--- src/rtl/microwave_timer_ctrl_pkg.sv ---
// ============================================================================
//  Module      : microwave_pkg
//  Description : Shared types and constants for the microwave cooking timer:
//                FSM state encoding, BCD digit / MM:SS types, seconds clamp.
//  Revision    : 1.0 - initial release
// ============================================================================
`default_nettype none

package microwave_pkg;

    typedef enum logic [2:0] {
        IDLE  = 3'd0,
        SET   = 3'd1,
        COOK  = 3'd2,
        PAUSE = 3'd3,
        DONE  = 3'd4
    } state_t;

    typedef logic [3:0]  bcd_t;
    typedef logic [15:0] mmss_t;

    localparam bcd_t SEC_TENS_MAX = 4'd5;
    localparam int   BEEP_SECS    = 3;

    // Keypad entry allows 60..99 in the seconds field; clamp it to 59.
    function automatic mmss_t sat_seconds(input mmss_t t);
        mmss_t r;
        r = t;
        if (t[7:4] > SEC_TENS_MAX) begin
            r[7:0] = 8'h59;
        end
        return r;
    endfunction

endpackage

`default_nettype wire

--- src/rtl/bcd_mmss_dec.sv ---
// ============================================================================
//  Module      : bcd_mmss_dec
//  Description : Combinational MM:SS BCD decrement by one second. Seconds
//                units borrow 0->9, seconds tens borrow 0->5, minutes borrow
//                from seconds. is_zero_o flags a result of 00:00.
//  Revision    : 1.0 - initial release
// ============================================================================
`default_nettype none

module bcd_mmss_dec
    import microwave_pkg::*;
(
    input  mmss_t time_i,
    output mmss_t time_o,
    output logic  is_zero_o
);

    bcd_t sec_u;
    bcd_t sec_t;
    bcd_t min_u;
    bcd_t min_t;

    // Ripple the borrow from seconds units up through the minutes tens.
    always_comb begin
        sec_u = time_i[3:0];
        sec_t = time_i[7:4];
        min_u = time_i[11:8];
        min_t = time_i[15:12];
        if (sec_u != 4'd0) begin
            sec_u = sec_u - 4'd1;
        end else begin
            sec_u = 4'd9;
            if (sec_t != 4'd0) begin
                sec_t = sec_t - 4'd1;
            end else begin
                sec_t = SEC_TENS_MAX;
                if (min_u != 4'd0) begin
                    min_u = min_u - 4'd1;
                end else begin
                    min_u = 4'd9;
                    min_t = min_t - 4'd1;
                end
            end
        end
        time_o    = {min_t, min_u, sec_t, sec_u};
        is_zero_o = (time_o == 16'h0000);
    end

endmodule

`default_nettype wire

--- src/rtl/microwave_timer_ctrl.sv ---
// ============================================================================
//  Module      : microwave_timer_ctrl
//  Description : Microwave cooking-timer controller. Keypad MM:SS entry,
//                quick start, tick-prescaled BCD countdown and magnetron
//                enable sequencing through IDLE/SET/COOK/PAUSE/DONE.
//                Optional alarm output enabled by defining MICROWAVE_BEEP_EN.
//  Revision    : 1.0 - initial release
// ============================================================================
`default_nettype none

module microwave_timer_ctrl
    import microwave_pkg::*;
#(
    parameter int unsigned TICKS_PER_SEC = 10,
    parameter logic [7:0]  QUICK_SEC_BCD = 8'h30
) (
    input  logic        clk,
    input  logic        reset,
    input  logic        tick,
    input  logic        key_valid,
    input  logic [3:0]  key_digit,
    input  logic        start,
    input  logic        stop,
    input  logic        clear,
    input  logic        door_closed,
    output logic [15:0] time_bcd,
    output logic [2:0]  state,
    output logic        mag_on,
    output logic        done
`ifdef MICROWAVE_BEEP_EN
    ,
    output logic        beep
`endif
);

    state_t     state_q, state_d;
    mmss_t      time_q, time_d;
    logic [7:0] presc_q, presc_d;
    logic       mag_on_q;
    logic       done_q;

    mmss_t      dec_time;
    logic       dec_zero;
    logic       key_ok;
    logic       presc_wrap;

    assign key_ok     = key_valid && (key_digit <= 4'd9);
    assign presc_wrap = (presc_q == 8'(TICKS_PER_SEC - 1));

    bcd_mmss_dec u_dec (
        .time_i    (time_q),
        .time_o    (dec_time),
        .is_zero_o (dec_zero)
    );

    // Next-state logic; within each state events are tested in priority order.
    always_comb begin
        state_d = state_q;
        time_d  = time_q;
        presc_d = presc_q;
        if (clear) begin
            state_d = IDLE;
            time_d  = '0;
            presc_d = '0;
        end else begin
            case (state_q)
                IDLE: begin
                    if (stop) begin
                        state_d = IDLE;
                    end else if (start) begin
                        if (door_closed) begin
                            state_d = COOK;
                            time_d  = {8'h00, QUICK_SEC_BCD};
                            presc_d = '0;
                        end
                    end else if (key_ok) begin
                        state_d = SET;
                        time_d  = {12'h000, key_digit};
                    end
                end
                SET: begin
                    if (stop) begin
                        state_d = IDLE;
                        time_d  = '0;
                        presc_d = '0;
                    end else if (start) begin
                        if (door_closed && (time_q != 16'h0000)) begin
                            state_d = COOK;
                            time_d  = sat_seconds(time_q);
                            presc_d = '0;
                        end
                    end else if (key_ok) begin
                        time_d = {time_q[11:0], key_digit};
                    end
                end
                COOK: begin
                    if (stop || !door_closed) begin
                        state_d = PAUSE;
                    end else if (tick) begin
                        if (presc_wrap) begin
                            presc_d = '0;
                            time_d  = dec_time;
                            if (dec_zero) begin
                                state_d = DONE;
                            end
                        end else begin
                            presc_d = presc_q + 8'd1;
                        end
                    end
                end
                PAUSE: begin
                    if (stop) begin
                        state_d = IDLE;
                        time_d  = '0;
                        presc_d = '0;
                    end else if (start && door_closed) begin
                        state_d = COOK;
                    end
                end
                DONE: begin
                    if (stop || start || key_ok) begin
                        state_d = IDLE;
                        time_d  = '0;
                        presc_d = '0;
                    end
                end
                default: begin
                    state_d = IDLE;
                    time_d  = '0;
                    presc_d = '0;
                end
            endcase
        end
    end

    // State, time and prescaler registers; outputs are decoded from next state.
    always_ff @(posedge clk) begin
        if (reset) begin
            state_q  <= IDLE;
            time_q   <= '0;
            presc_q  <= '0;
            mag_on_q <= 1'b0;
            done_q   <= 1'b0;
        end else begin
            state_q  <= state_d;
            time_q   <= time_d;
            presc_q  <= presc_d;
            mag_on_q <= (state_d == COOK);
            done_q   <= (state_d == DONE);
        end
    end

    assign time_bcd = time_q;
    assign state    = state_q;
    assign mag_on   = mag_on_q;
    assign done     = done_q;

`ifdef MICROWAVE_BEEP_EN
    localparam int BEEP_TICKS = BEEP_SECS * TICKS_PER_SEC;

    logic [9:0] beep_cnt_q, beep_cnt_d;
    logic       beep_q;

    // Load the alarm length on DONE entry, count ticks down, zero on exit.
    always_comb begin
        beep_cnt_d = beep_cnt_q;
        if (state_d != DONE) begin
            beep_cnt_d = '0;
        end else if (state_q != DONE) begin
            beep_cnt_d = 10'(BEEP_TICKS);
        end else if (tick && (beep_cnt_q != 10'd0)) begin
            beep_cnt_d = beep_cnt_q - 10'd1;
        end
    end

    // Alarm counter and registered alarm output.
    always_ff @(posedge clk) begin
        if (reset) begin
            beep_cnt_q <= '0;
            beep_q     <= 1'b0;
        end else begin
            beep_cnt_q <= beep_cnt_d;
            beep_q     <= (beep_cnt_d != 10'd0);
        end
    end

    assign beep = beep_q;
`endif

endmodule

`default_nettype wire

--- config.mk ---
export PLATFORM = sky130hd
export DESIGN_NAME = microwave_timer_ctrl
export DESIGN_NICKNAME = d
export VERILOG_FILES = /design/src/rtl/microwave_timer_ctrl_pkg.sv /design/src/rtl/bcd_mmss_dec.sv /design/src/rtl/microwave_timer_ctrl.sv
export SDC_FILE = /design/constraint.sdc
export NUM_CORES = 1
export LEC_CHECK = 0
export BUFFER_PORTS_ARGS = -buffer_cell sky130_fd_sc_hd__buf_2
export CAP_MARGIN = 20
export CELL_PAD_IN_SITES_DETAIL_PLACEMENT = 1
export CELL_PAD_IN_SITES_GLOBAL_PLACEMENT = 2
export CORE_MARGIN = 3
export CORE_UTILIZATION = 34
export CTS_CLUSTER_DIAMETER = 120
export DETAILED_ROUTE_END_ITERATION = 7
export PLACE_DENSITY = 0.79
export RECOVER_POWER = 50
export SYNTH_ARGS = -nofsm -noshare
export SYNTH_HDL_FRONTEND = slang
export SYNTH_SLANG_ARGS = --single-unit
--- constraint.sdc ---
create_clock -name clk -period 3.6 [get_ports clk]
set_input_delay 0.36 -clock clk [delete_from_list [all_inputs] [get_ports clk]]
set_output_delay 0.36 -clock clk [all_outputs]
set_load 0.01 [all_outputs]
==> results of run 1 <==
registers in the layout, indices dropped and copies added, names as in the netlist:
name / flops
presc_q: 8
mag_on: 1
time_bcd: 16
state: 3
done: 1
path summary, 6_finish.rpt:
path / from / to / slack [ns]
max: presc_q[0] / time_bcd[15] / 0.97
min reg2reg: presc_q[1] / presc_q[1] / 0.51
min: key_digit[2] / time_bcd[2] / 0.42
max reg2reg: presc_q[0] / time_bcd[15] / 0.97
worst max-delay path: stages, from the launching register on:
cell and delay [ns]:
dfxtp_1 0.40, ha_1 0.16, or4b_4 0.48, o21ai_4 0.24, o2111ai_2 0.18, a21o_1 0.26, or4_1 0.63, o2bb2ai_1 0.20
logic make-up after synthesis:
family | share of synthesized area (%)
and+or+nand+nor | 27.9
muxes | 2.54
DFF | 29.4
adders and majority gates | 2.54
xor gates and xnor gates | 0.888
buffers and inverters | 4.31
AOI/OAI and AO/OA | 32.4
layout make-up:
type,count,area [µm²]
multi-input combinational,209,1310
inverter,5,18.8
sequential,29,581
tap,72,90.1
fill,719,3330
timing repair buffer,36,164
clock buffer,7,86.3
metal layers:
layer  vias to the layer above  share of wire [%]  global-route usage [%]
met5                         -                  0                       0
met4                         0                1.5                    5.98
met3                        10                4.0                    4.34
met2                        33                 46                    33.3
met1                      1007                 49                    26.4
li1                       1024                  -                       -
per-stage QoR:
stage | cell area, µm² | worst slack (ns)
after CTS | 2270 | 0.962
after detailed placement | 2190 | 0.982
after floorplan | 1970 | 1.22
final | 2250 | 0.971
after global routing | 2250 | 0.748
after global placement | 2190 | 1.04
layout by cell type, fill, tap and decap left out, types with 3 or more instances in the layout:
cell and instances:
a32o_1 3, a32oi_1 3, nor3_1 12, a31oi_1 4, buf_2 11, o211ai_1 3
or3_1 3, nor2b_1 3, a21o_1 4, a211oi_1 6, nand3_1 9, nor4_1 4
ha_1 4, a21oi_1 18, a22oi_1 3, nor3b_1 3, nand2b_1 5, nor2_1 33
mux2i_1 5, buf_4 4, dfxtp_1 29, clkbuf_1 22, o22ai_1 3, o21ai_0 14
nand2_1 21, inv_1 5, clkbuf_8 6, o2bb2ai_1 6
power groups by stage:
stage / clock [µW] / sequential (µW) / combinational, µW
6_report: 283 / 338 / 147
5_1_grt: 304 / 339 / 165
4_1_cts: 286 / 338 / 149
3_5_place_dp: 0 / 345 / 149
3_3_place_gp: 0 / 345 / 148
2_1_floorplan: 0 / 341 / 105
==> reports/metrics.yaml, run 1 <==
finish:
  diodes: 0
  drive_gt1_share_pct: 10.8
  instances_no_fill: 358
  syn2layout_area_growth_pct: 14.0
  final_core_util_pct: 40.3
  final_nets: 302
power_and_ir_drop:
  p_leak_uw: 0.000803
  power.total_uw: 768
  irDropWorstVdd_uv: 121
  sw_frac_of_total_pct: 30.9
  switchingPower_uw: 238
  internal_power_uw: 530
  clock_power_share_pct: 36.8
  power_frac_comb_pct: 19.2
  power_density_nw_per_um2: 342
  pwr-share-seq_pct: 44.0
drt:
  antenna_left: 0
  via_per_inst: 5.79
  wire_per_inst_um: 18.0
  remaining_drc_errors: 0
  drt-total-wl_um: 6460
  drt-pass1-iter-count: 4
  drt_iter0_markers: 74
  vias: 2074
sta:
  fin_crit_ns: 2.63
  finClkSkew_ns: 0.00395
  setup_tns_ns: 0
  max_slew_margin_pct: 49.5
  hold_viol_final: 0
  fmax_mhz: 380
  slew_viol_final: 0
  rsz0062_at_grt: "false"
  hold-worst-slack_ns: 0.418
  finalSetupViolCount: 0
  tightest_slew_ns: 0.755
  min_period_over_period_pct: 73.0
run_status:
  status: "complete, no violations"
yosys:
  yosys_most_used_dff: "dfxtp_1"
  yosysMostFrequentCell: "nor2_1"
  async_reset_ff_share_pct: 0
  synthTopCellsByArea: "dfxtp_1 29%, nor2_1 6.3%, a21oi_1 4.6%"
  syn_area_um2: 1970
  syn_inst: 260
  synth_cell_types: 58
  synth_common_cells: "33 x nor2_1, 29 x dfxtp_1, 21 x nand2_1, 18 x a21oi_1"
  yosysTopAreaCell: "dfxtp_1"
  yosys_warnings: 0
  ys_seq_area_share_pct: 29.4
  synth-edff-count: 0
  syn_area_per_cell_um2: 7.58
  yosysTopAreaCellShare_pct: 29.4
  synth-seq-cells: 29
  syn_nets: 276
clocking:
  clk_latency_ns: 0.28
  cts.htree.levels: 2
  cts_setup_buffers: 0
  cts_tree: "yes"
  cts_hold_buf: 0
  root_buffer: "clkbuf_8"
  numCtsBuffers: 5
  clk_pin_slew_ns: 0.07
  post_cts_resized: 0
  clkSinkCount: 29
  cts_max_path_buffers: 2
critical_path:
  ff2ff_path_depth: 7
  crit_fanout: 7
  arrival_ns: 2.84
  critPathKind: "reg -> reg"
  start_kind: "flop"
  cp.required_ns: 3.81
  cp-end-kind: "flop"
placed_design:
  dp_cells: 351
  hpwl_um: 4610
  gp_congestion: 0.799
  io_buffer_count: 32
floorplan:
  die_h_um: 82.2
  start_util_pct: 35.4
  core_um2: 5570
  rows: 27
  io_pins: 33
  dieArea_um2: 6750
  die_w_um: 82.2
global_route:
  grt_pass1_wl_um: 10500
  grt_pass1_vias: 2091
  grt_overflow_total: 0
  antenna_found_initial: 0
  grt_max_degree: 19
  grt_usage_pct: 20.2
flow_run:
  drv_cap: 0
hold_path:
  min_path_type: "in -> reg"
  holdPathStages: 3
No activity file was read; power rests on OpenSTA's default activity.
==> run 2, diff against run 1 <==
CORE_UTILIZATION = 32   (was 34)
PLACE_DENSITY = 0.75   (was 0.79)
clock period = 2.68 ns   (was 3.6 ns; I/O delays follow)
==> reports/metrics.yaml, run 2 (synthesis gave the netlist of run 1 again) <==
sta:
  slew_viol_final: 0
  tightest_slew_ns: 0.566
  finalSetupViolCount: 0
  fmax_mhz: 402
  max_slew_margin_pct: 61.3
  rsz0062_at_grt: "false"
  hold_viol_final: 0
  fin_crit_ns: 2.49
  setup_tns_ns: 0
  hold-worst-slack_ns: 0.340
  min_period_over_period_pct: 92.9
  finClkSkew_ns: 0.00609
drt:
  drt-total-wl_um: 6690
  antenna_left: 0
  remaining_drc_errors: 0
  via_per_inst: 5.75
  drt_iter0_markers: 66
  vias: 2133
  wire_per_inst_um: 18.0
  drt-pass1-iter-count: 4
global_route:
  antenna_found_initial: 0
  grt_pass1_vias: 2115
  grt_overflow_total: 0
  grt_usage_pct: 19.4
  grt_max_degree: 19
  grt_pass1_wl_um: 11100
clocking:
  numCtsBuffers: 5
  cts_hold_buf: 0
  cts_max_path_buffers: 2
  clk_latency_ns: 0.28
  clk_pin_slew_ns: 0.07
  cts_tree: "yes"
  clkSinkCount: 29
  root_buffer: "clkbuf_8"
  cts_setup_buffers: 0
  cts.htree.levels: 2
floorplan:
  rows: 27
  die_h_um: 84.5
  dieArea_um2: 7140
  core_um2: 5740
  start_util_pct: 34.3
  io_pins: 33
  die_w_um: 84.5
critical_path:
  cp.required_ns: 2.89
  crit_fanout: 7
  cp-end-kind: "flop"
  crit_start: "presc_q[0]"
  critPathKind: "reg -> reg"
  ff2ff_path_depth: 7
  start_kind: "flop"
  arrival_ns: 2.70
  r2r-start: "presc_q[0]"
finish:
  drive_gt1_share_pct: 15.1
  final_common_cell: "nor2_1"
  diodes: 0
  largest_register_ffs: 16
  syn2layout_area_growth_pct: 18.6
  final_nets: 314
  layout_common_cells: "33 x nor2_1, 29 x dfxtp_1, 22 x clkbuf_1, 21 x nand2_1, 18 x a21oi_1"
placed_design:
  gp_congestion: 0.811
  hpwl_um: 4920
  io_buffer_count: 32
hold_path:
  holdPathStages: 3
  min_path_type: "in -> reg"
  min_from: "key_digit[2]"
power_and_ir_drop:
  p_leak_uw: 0.000871
  power_density_nw_per_um2: 459
  irDropWorstVdd_uv: 269
run_status:
  status: "complete, no violations"
flow_run:
  drv_cap: 0
-- run 2: routing by layer --
metal  share of wire [%]  vias to the layer above  track usage (%)
li1                    -                     1053                -
met1                  48                     1051             25.4
met2                  49                       27             33.5
met3                 2.9                        2             3.14
met4                0.51                        0             3.88
met5                   0                        -                0
-- run 2: layout make-up --
class,count,area [µm²]
tap,72,90.1
sequential,29,581
timing repair buffer,48,238
inverter,5,18.8
fill,753,3400
clock buffer,7,96.3
multi-input combinational,209,1310
clock inverter,1,5.00
-- run 2: critical path, stage by stage (launching register included) --
cell and delay [ns]:
dfxtp_1 0.41, ha_1 0.17, or4b_4 0.48, o21ai_4 0.26, o2111ai_2 0.18, a21o_1 0.22
or4_4 0.53, o22ai_2 0.17
-- run 2: where the power goes --
group	leakage (µW)	internal, µW	switching (µW)
clock	0.0000542	232	176
sequential	0.000234	437	9.85
combinational	0.000583	81.1	136
-- run 2: through the flow --
step | instances | cell area [µm²] | power [µW] | utilization (%) | worst slack [ns]
5_1_grt | 371 | 2340 | 1130 | 40.7 | 0.0332
2_1_floorplan | 260 | 1970 | 599 | - | 0.297
4_1_cts | 371 | 2380 | 1090 | 41.4 | 0.0942
3_5_place_dp | 363 | 2280 | 676 | 39.6 | 0.112
6_report | 371 | 2340 | 1070 | 40.7 | 0.191
3_3_place_gp | 363 | 2280 | 675 | 39.6 | 0.171
-- run 2: path summary, 6_finish.rpt --
kind,endpoint,slack (ns)
setup / recovery,time_bcd[11],0.19
hold / removal,time_bcd[2],0.34
setup reg to reg,time_bcd[11],0.19
hold reg to reg,presc_q[1],0.49
-- run 2: repair_timing --
item,4_1_cts,5_1_grt
gates resized for setup,0,1
endpoints found under the hold margin,0,0
endpoints found under the setup margin,0,6
